$ cat config.mk
export PLATFORM = sky130hd
export DESIGN_NAME = ahbl_sram_slave
export DESIGN_NICKNAME = d
export VERILOG_FILES = /design/src/rtl/ahbl_sram_slave.sv
export SDC_FILE = /design/constraint.sdc
export NUM_CORES = 1
export LEC_CHECK = 0
export ABC_AREA = 1
export BUFFER_PORTS_ARGS = -buffer_cell sky130_fd_sc_hd__buf_4
export CORE_MARGIN = 2
export CORE_UTILIZATION = 45
export DETAILED_ROUTE_END_ITERATION = 8
export PLACE_DENSITY = 0.94
export SETUP_SLACK_MARGIN = 0.1
export SLEW_MARGIN = 20
export SYNTH_ARGS = -nofsm -noshare
export SYNTH_HDL_FRONTEND = slang
export SYNTH_SLANG_ARGS = --single-unit
$ cat constraint.sdc
create_clock -name HCLK -period 3.2 [get_ports HCLK]
set_input_delay 0.32 -clock HCLK [delete_from_list [all_inputs] [get_ports HCLK]]
set_output_delay 0.32 -clock HCLK [all_outputs]
set_load 0.01 [all_outputs]
$ cat src/rtl/ahbl_sram_slave.sv
// AHB-Lite responder fronting a single-port synchronous SRAM.
// Adds WAIT_STATES data-phase wait cycles and returns a two-cycle ERROR response for illegal size/alignment.
module ahbl_sram_slave #(
    parameter int AW          = 10,
    parameter int WAIT_STATES = 0
) (
    input  logic          HCLK,
    input  logic          HRESETn,
    input  logic          HSEL,
    input  logic [31:0]   HADDR,
    input  logic [1:0]    HTRANS,
    input  logic          HWRITE,
    input  logic [2:0]    HSIZE,
    input  logic          HREADY,
    input  logic [31:0]   HWDATA,
    output logic          HREADYOUT,
    output logic          HRESP,
    output logic [31:0]   HRDATA,
    output logic          sram_ce,
    output logic          sram_we,
    output logic [3:0]    sram_wben,
    output logic [AW-1:0] sram_addr,
    output logic [31:0]   sram_wdata,
    input  logic [31:0]   sram_rdata
);

    typedef enum logic [2:0] {
        IDLE,
        WAIT,
        WR,
        RD_ISSUE,
        RD_DATA,
        ERR1,
        ERR2
    } state_t;

    localparam logic [1:0] WAIT_LOAD = 2'((WAIT_STATES > 0) ? (WAIT_STATES - 1) : 0);

    state_t        state, state_nxt;
    logic [1:0]    wait_cnt, wait_cnt_nxt;
    logic [AW+1:0] addr_q;
    logic          write_q;
    logic [2:0]    size_q;
    logic [31:0]   rdata_q;
    logic [3:0]    lanes;
    logic          accept;
    logic          addr_err;
    logic          unused_addr_bits;

    // Decode splitter ignores these bits; the upper address is already resolved.
    assign unused_addr_bits = ^{HADDR[31:AW+2], HTRANS[0]};

    // A new transfer can only be taken while this slave is not stalling the bus.
    assign accept   = HSEL & HTRANS[1] & HREADY & HREADYOUT;
    assign addr_err = (HSIZE > 3'd2)
                    | ((HSIZE == 3'd1) & HADDR[0])
                    | ((HSIZE == 3'd2) & (HADDR[1:0] != 2'b00));

    always_comb begin
        state_nxt    = state;
        wait_cnt_nxt = wait_cnt;
        case (state)
            IDLE, WR, RD_DATA, ERR2: begin
                state_nxt = IDLE;
                if (accept) begin
                    if (addr_err) begin
                        state_nxt = ERR1;
                    end else if (WAIT_STATES != 0) begin
                        state_nxt    = WAIT;
                        wait_cnt_nxt = WAIT_LOAD;
                    end else begin
                        state_nxt = HWRITE ? WR : RD_ISSUE;
                    end
                end
            end
            WAIT: begin
                if (wait_cnt == 2'd0) begin
                    state_nxt = write_q ? WR : RD_ISSUE;
                end else begin
                    wait_cnt_nxt = wait_cnt - 2'd1;
                end
            end
            RD_ISSUE: state_nxt = RD_DATA;
            ERR1:     state_nxt = ERR2;
            default:  state_nxt = IDLE;
        endcase
    end

    always_ff @(posedge HCLK) begin
        if (!HRESETn) begin
            state    <= IDLE;
            wait_cnt <= 2'd0;
            addr_q   <= '0;
            write_q  <= 1'b0;
            size_q   <= 3'd0;
            rdata_q  <= 32'h0;
        end else begin
            state    <= state_nxt;
            wait_cnt <= wait_cnt_nxt;
            if (accept) begin
                addr_q  <= HADDR[AW+1:0];
                write_q <= HWRITE;
                size_q  <= HSIZE;
            end
            if (state == RD_DATA) begin
                rdata_q <= sram_rdata;
            end
        end
    end

    always_comb begin
        lanes = 4'b1111;
        case (size_q)
            3'd0:    lanes = 4'b0001 << addr_q[1:0];
            3'd1:    lanes = addr_q[1] ? 4'b1100 : 4'b0011;
            default: lanes = 4'b1111;
        endcase
    end

    // Read data bypasses the holding register in the completing cycle.
    assign HREADYOUT  = (state == IDLE) || (state == WR) || (state == RD_DATA) || (state == ERR2);
    assign HRESP      = (state == ERR1) || (state == ERR2);
    assign HRDATA     = (state == RD_DATA) ? sram_rdata : rdata_q;
    assign sram_ce    = (state == WR) || (state == RD_ISSUE);
    assign sram_we    = (state == WR);
    assign sram_wben  = (state == WR) ? lanes : 4'b0000;
    assign sram_addr  = addr_q[AW+1:2];
    assign sram_wdata = HWDATA;

endmodule

==> results of run 1 <==
-- placed cells by master (no fill, tap or decap), types with 2 or more instances in the layout --
cell type	n
dfxtp_1	53
buf_4	102
nand2_1	54
a21oi_1	11
clkbuf_8	6
nand3_1	3
o21ai_0	22
nor2_1	60
inv_2	2
inv_1	88
o21ai_2	32
-- power breakdown --
part | switching (uW) | leakage (uW) | internal (uW)
clock network | 202 | 0.0000585 | 255
logic | 131 | 0.00146 | 125
registers | 11.8 | 0.000431 | 687
-- through the flow --
stage	area (sq um)	util [%]	hold slack, ns
floorplan	2780	-	0.4275
global placement	3214	53.97	0.4414
detailed placement	3214	53.97	0.4437
CTS	3331	55.92	0.2490
global route	3331	55.92	0.2501
finish	3331	55.92	0.2574
-- cells by family (layout without fill, tap and decap cells) --
logic type,Yosys count,in the layout,synth area share [%]
DFF,53,53,38.16
buffers and inverters,147,201,27.59
AOI/OAI and AO/OA,66,66,16.20
adders and majority gates,1,1,0.4500
and+or+nand+nor,121,121,17.60
-- critical path, cell delays in order, from the launching register on --
cell     delay [ns]
dfxtp_1        0.35
inv_2          0.12
nand3_4        0.59
o21ai_2        0.40
inv_1          0.08
buf_4          0.15
-- state kept, by name, summed over array words and instances, names as in the netlist --
| register | count |
|---|---|
| write_q | 1 |
| state | 3 |
| rdata_q | 32 |
| size_q | 3 |
| addr_q | 12 |
| wait_cnt | 2 |
-- final cells by class --
| class | instances | share of cell area [%] |
|---|---|---|
| clock buffers | 7 | 2.592 |
| clock inverters | 1 | 0.9016 |
| inverters | 91 | 10.26 |
| multi-input cells | 188 | 28.59 |
| flip-flops and latches | 53 | 31.86 |
| well taps | 75 | 2.817 |
| repair buffers | 102 | 22.99 |
-- synth_stat cells (all sizes together) --
| library cell | count |
|---|---|
| nand3b | 1 |
| a21oi | 11 |
| dfxtp | 53 |
| clkbuf | 7 |
| nor2 | 61 |
| ha | 1 |
| buf | 49 |
| o21ai | 55 |
| or2 | 1 |
| nand3 | 4 |
| nand2 | 54 |
| inv | 91 |
-- layer usage --
metal	global-route usage, %	vias to the layer above	part of all wire (%)
li1	-	1207	-
met1	16.61	1008	39
met2	32.50	76	53
met3	4.022	16	5.4
met4	6.066	0	2.4
met5	0	-	0
-- worst paths after layout --
check	start	endpoint	cells past startpoint
setup / recovery	state[0]$_SDFFE_PN0N_	HRDATA[22]	5
hold / removal	sram_rdata[31]	rdata_q[31]$_SDFF_PN0_	3
setup reg to reg	state[0]$_SDFFE_PN0N_	rdata_q[19]$_SDFF_PN0_	4
hold reg to reg	write_q$_SDFFE_PN0N_	write_q$_SDFFE_PN0N_	2
==> reports/summary.txt, run 1 <==
status: finished, final reports clean
Setup Buffers After CTS: 0
WL/cell: 10.33 um
1st-iter DRT viols: 83
synth warn: 0
WL final: 5339 um
Fillers: 561
area share of the largest cell type after synthesis: 38.16%
Worst setup SP type: flip-flop
Crit Path Class: flip-flop to output pin
Synth area leader: dfxtp_1
clk buf depth: 2
largest net degree at the start of global routing: 65
Worst Path Required: 2.88 ns
Final Wtd Congestion: 0.8215
io pins: 188
die area: 0.006823 sq mm
Tcrit/Tclk final: 73.63%
sequential fraction of the synthesis area: 38.16%
Post-Place Worst Slack: 1.138 ns
Final Hold Violating Endpoints: 0
Initial Util: 46.68%
unrepaired setup endpoints after global routing: no
Core Rows: 28
share of post-route cells with drive strength above 1: 33.03%
Buffers on Ports: 102
Crit. End Element: output pin
vias: 2307
count of cell types in the netlist: 21
maxcap violations: 0
max-slew violation count: 0
Post-DP HPWL: 4048 um
CTS resizes: 0
Die Y: 82.60 um
initial antenna violation count: 0
CTS root buf: clkbuf_8
overall power: 1411 uW
Power Density: 423.8 mW/mm^2
fmax: 0.4244 GHz
min Tclk post-route: 2.356 ns
Post-Syn Nets: 495
first-pass GRT wire length: 8811 um
post-route DRC violation count: 0
Least-Margin Pin Slew: 0.9323 ns
DR pass1 iterations: 4
Post-Route Skew: 0.004057 ns
nets@finish: 548
VDD IR max: 296.6 uV
synthesis-to-layout area growth: 19.80%
area of the multi-input gates: 952.2 sq um
DP Cell Count: 509
final setup violation count: 0
global route overflow: 0
Setup TNS Final: 0 ns
# diodes: 0
die width: 82.60 um
clk sink count: 53
crit-path max FO: 64
GRT Total Usage: 16.54%
leakage: 0.001952 uW
Mapped Cells: 388
post-synthesis register bit count: 53
CTS tree: built
Via-to-Cell Ratio: 4.462
Avg Synthesized Cell Area: 7.165 sq um
Hold Buf Count CTS: 0
htree depth: 2
Synth area leaders: dfxtp_1 38%, inv_1 12%, buf_4 12%, o21ai_2 10%, nor2_1 8.1%
antenna-violating nets left: 0
Final WS setup: 0.8438 ns
hold crit path type: input port to flip-flop
core box area: 0.005956 sq mm
CTS Buf Count: 5
clock latency on the worst-skew pair: 0.29 ns
register area: 0.001061 sq mm
Reg clk slew, reported paths: 0.09 ns
Non-Filler Instances: 517
mapped cell area: 0.002780 sq mm
CP Data Arrival Time: 2.04 ns
number of global-route vias before repair: 2184
Slew HR: 37.46%
setup slack, reg-to-reg: 1.49 ns
(Power assumes the default switching activity.)
==> run 2, diff against run 1 <==
Settings changed: ABC_AREA 1 to 0, CORE_UTILIZATION 45 to 41, PLACE_DENSITY 0.94 to 0.88.
Clock period 3.2 ns to 2.4 ns, I/O delays scaled along.
==> run 2 against run 1 <==
- critical endpoint is now HRDATA[0]
- synthesized cell count fell by 31%
- clock skew rose by 0.0048 ns
- hold slack got worse by 0.083 ns
==> reports/summary.txt, run 2 <==
Synth area leader: dfxtp_1
WL/cell: 13.03 um (+26%)
die area: 0.007110 sq mm (+4.2%)
min Tclk post-route: 2.118 ns
VDD IR max: 278.6 uV (-6.1%)
share of post-route cells with drive strength above 1: 46.13% (+13 points)
fmax: 0.4721 GHz
CP Data Arrival Time: 1.88 ns (-0.16 ns)
Buffers on Ports: 102 (unchanged)
Crit Path Class: flip-flop to output pin
Pint: 1275 uW (+20%)
Initial Util: 42.14% (-4.5 points)
synth warn: 0 (unchanged)
Comb pwr share: 13.9% (-4.2 points)
Sw Share: 23.51% (-0.93 points)
Worst Path Required: 2.16 ns (-0.72 ns)
largest reg by FF count: rdata_q
htree depth: 2 (unchanged)
post-synthesis register bit count: 53 (unchanged)
top-count cell post-synth: dfxtp_1
WL final: 5213 um (-2.4%)
crit path cell chain: nor3b_4 -> buf_12 -> mux2_2 -> buf_4
Avg Synthesized Cell Area: 9.944 sq um (+39%)
Net Switching: 391.8 uW (+14%)
io pins: 188 (unchanged)
Setup Buffers After CTS: 0 (unchanged)
Core Rows: 29 (+3.6%)
max reg flops: 32 (unchanged)
Post-synth top cells: 53 x dfxtp_1, 43 x buf_4, 34 x nand2_1, 32 x and2_1, 30 x mux2_4
sequential fraction of the synthesis area: 40.11% (+1.9 points)
worst-path cell with the longest stage delay: dfxtp_1
Crit. End Element: output pin
synthesis-to-layout area growth: 22.23%
final setup violation count: 0 (unchanged)
CTS resizes: 0 (unchanged)
commonest cells after routing, fill and taps aside: 104 x buf_4, 53 x dfxtp_1, 34 x nand2_1
global route overflow: 0 (unchanged)
status: finished, final reports clean
Via-to-Cell Ratio: 4.783 (+7.2%)
Post-synth ARST share: 0% (unchanged)
unrepaired setup endpoints after global routing: no
# diodes: 0 (unchanged)
Reg clk slew, reported paths: 0.10 ns (about the same)
Synth area leaders: dfxtp_1 40%, mux2_4 17%, buf_4 12%, and2_1 7.6%, nand2_1 4.8%
clk buf depth: 2 (unchanged)
Final Wtd Congestion: 0.7548 (-8.1%)
Post-Place Worst Slack: 0.6152 ns (-0.5231 ns)
GRT Total Usage: 14.59% (-2.0 points)
Post-Syn Nets: 373 (-25%)
first-pass GRT wire length: 8466 um (-3.9%)
clock latency on the worst-skew pair: 0.30 ns (about the same)
post-route DRC violation count: 0 (unchanged)
overall power: 1667 uW (+18%)
die width: 84.32 um (+2.1%)
Tcrit/Tclk final: 88.26%
Final Hold Violating Endpoints: 0 (unchanged)
maxcap violations: 0 (unchanged)
CTS Buf Count: 5 (unchanged)
Least-Margin Pin Slew: 0.5927 ns (-0.3396 ns)
sequential power share: 54.8% (+5.3 points)
Power Density: 515.5 mW/mm^2 (+22%)
mapped cell area: 0.002645 sq mm (-4.9%)
Fin Hold WS: 0.1744 ns (-0.08295 ns)
Largest regs: rdata_q x32, addr_q x12
Critical Path Max Stage Delay: 0.49 ns (-0.10 ns)
Post-DP HPWL: 3834 um (-5.3%)
Final WS setup: 0.2817 ns (-0.5621 ns)
largest net degree at the start of global routing: 36 (-45%)
1st-iter DRT viols: 64 (-23%)
Mapped Cells: 266 (-31%)
Die Y: 84.32 um (+2.1%)
CTS root buf: clkbuf_8
EDFF count, synth: 0 (unchanged)
nets@finish: 429 (-22%)
core box area: 0.006277 sq mm (+5.4%)
area share of the largest cell type after synthesis: 40.11% (+1.9 points)
clk sink count: 53 (unchanged)
Hold Buf Count CTS: 0 (unchanged)
most common cell after layout, fill and taps aside: buf_4
Fillers: 537 (-4.3%)
crit-path max FO: 32 (-50%)
DR pass1 iterations: 4 (unchanged)
leakage: 0.001471 uW (-25%)
initial antenna violation count: 0 (unchanged)
CTS tree: built
vias: 1913 (-17%)
Post-Route Skew: 0.008884 ns (+0.004827 ns)
Worst setup SP type: flip-flop
clock share of power: 31.2% (-1.2 points)
Setup TNS Final: 0 ns (unchanged)
max-slew violation count: 0 (unchanged)
count of cell types in the netlist: 30 (+43%)
hold crit path type: input port to flip-flop
Post-synth top flop: dfxtp_1
antenna-violating nets left: 0 (unchanged)
Slew HR: 60.44% (+23 points)
number of global-route vias before repair: 1864 (-15%)
[run 2: cell count changes in the layout (fill, tap and decap cells not counted), moves of 4 or more]
cell | before | now
nor2_1 | 60 | 4
inv_1 | 88 | 7
and2_1 | 0 | 32
nand2_1 | 54 | 34
a211oi_1 | 0 | 4
a21oi_1 | 11 | 21
o21ai_2 | 32 | 0
mux2_4 | 0 | 30
o21ai_0 | 22 | 2
[run 2: path summary, 6_finish.rpt]
check / slack [ns] / start / cells past startpoint / endpoint
worst max-delay path: 0.28 / state[2]$_SDFFE_PN0N_ / 4 / HRDATA[0]
worst min-delay path: 0.17 / HADDR[9] / 3 / addr_q[9]$_SDFFE_PN0N_
worst max register to register: 0.72 / state[2]$_SDFFE_PN0N_ / 4 / rdata_q[31]$_SDFF_PN0_
worst min register to register: 0.46 / size_q[1]$_SDFFE_PN0N_ / 2 / size_q[1]$_SDFFE_PN0N_
[run 2: metal layers]
metal / vias to the layer above / track usage [%] / share of wire, % / wire (um)
met5: - / 0 / 0 / 0
met4: 0 / 5.132 / 2.2 / 113
met3: 20 / 4.130 / 6.5 / 338
met2: 60 / 27.49 / 52 / 2724
met1: 888 / 15.37 / 39 / 2037
li1: 945 / - / - / -
[run 2: cell families after synthesis]
group,share of synthesized area [%]
AO/OA/AOI/OAI,8.231
XOR/XNOR,0.3312
adder cells (fa/ha/maj),0.4730
buffers and inverters,16.32
flip-flops,40.11
multiplexers,17.88
AND/OR/NAND/NOR,16.65
[run 2: layout make-up]
class	instances	area [sq um]	area share (%)
Inverter	7	26.28	0.8127
Clock inverter	2	13.76	0.4257
Sequential cell	53	1061	32.82
Tap cell	77	96.34	2.980
Clock buffer	6	82.58	2.554
Timing Repair Buffer	105	800.8	24.77
Multi-Input combinational cell	150	1152	35.64
[run 2: metrics by stage]
stage	utilization (%)	area, sq um	cells
floorplan	-	2645	266
global placement	49.97	3137	392
detailed placement	49.97	3137	392
CTS	51.50	3233	400
global route	51.50	3233	400
finish	51.50	3233	400
[run 2: worst max-delay path, delay by kind of cell (launching register included)]
family        cells  cell delay (ns)
mux               1             0.37
buf+inv           2             0.41
simple gates      1             0.28
flops             1             0.49
[run 2: power by group through the flow]
stage	combinational (uW)	sequential, uW	clock, uW
2_1_floorplan	179	927	0
3_3_place_gp	228	934	0
3_5_place_dp	234	935	0
4_1_cts	235	915	545
5_1_grt	252	918	583
6_report	232	914	520
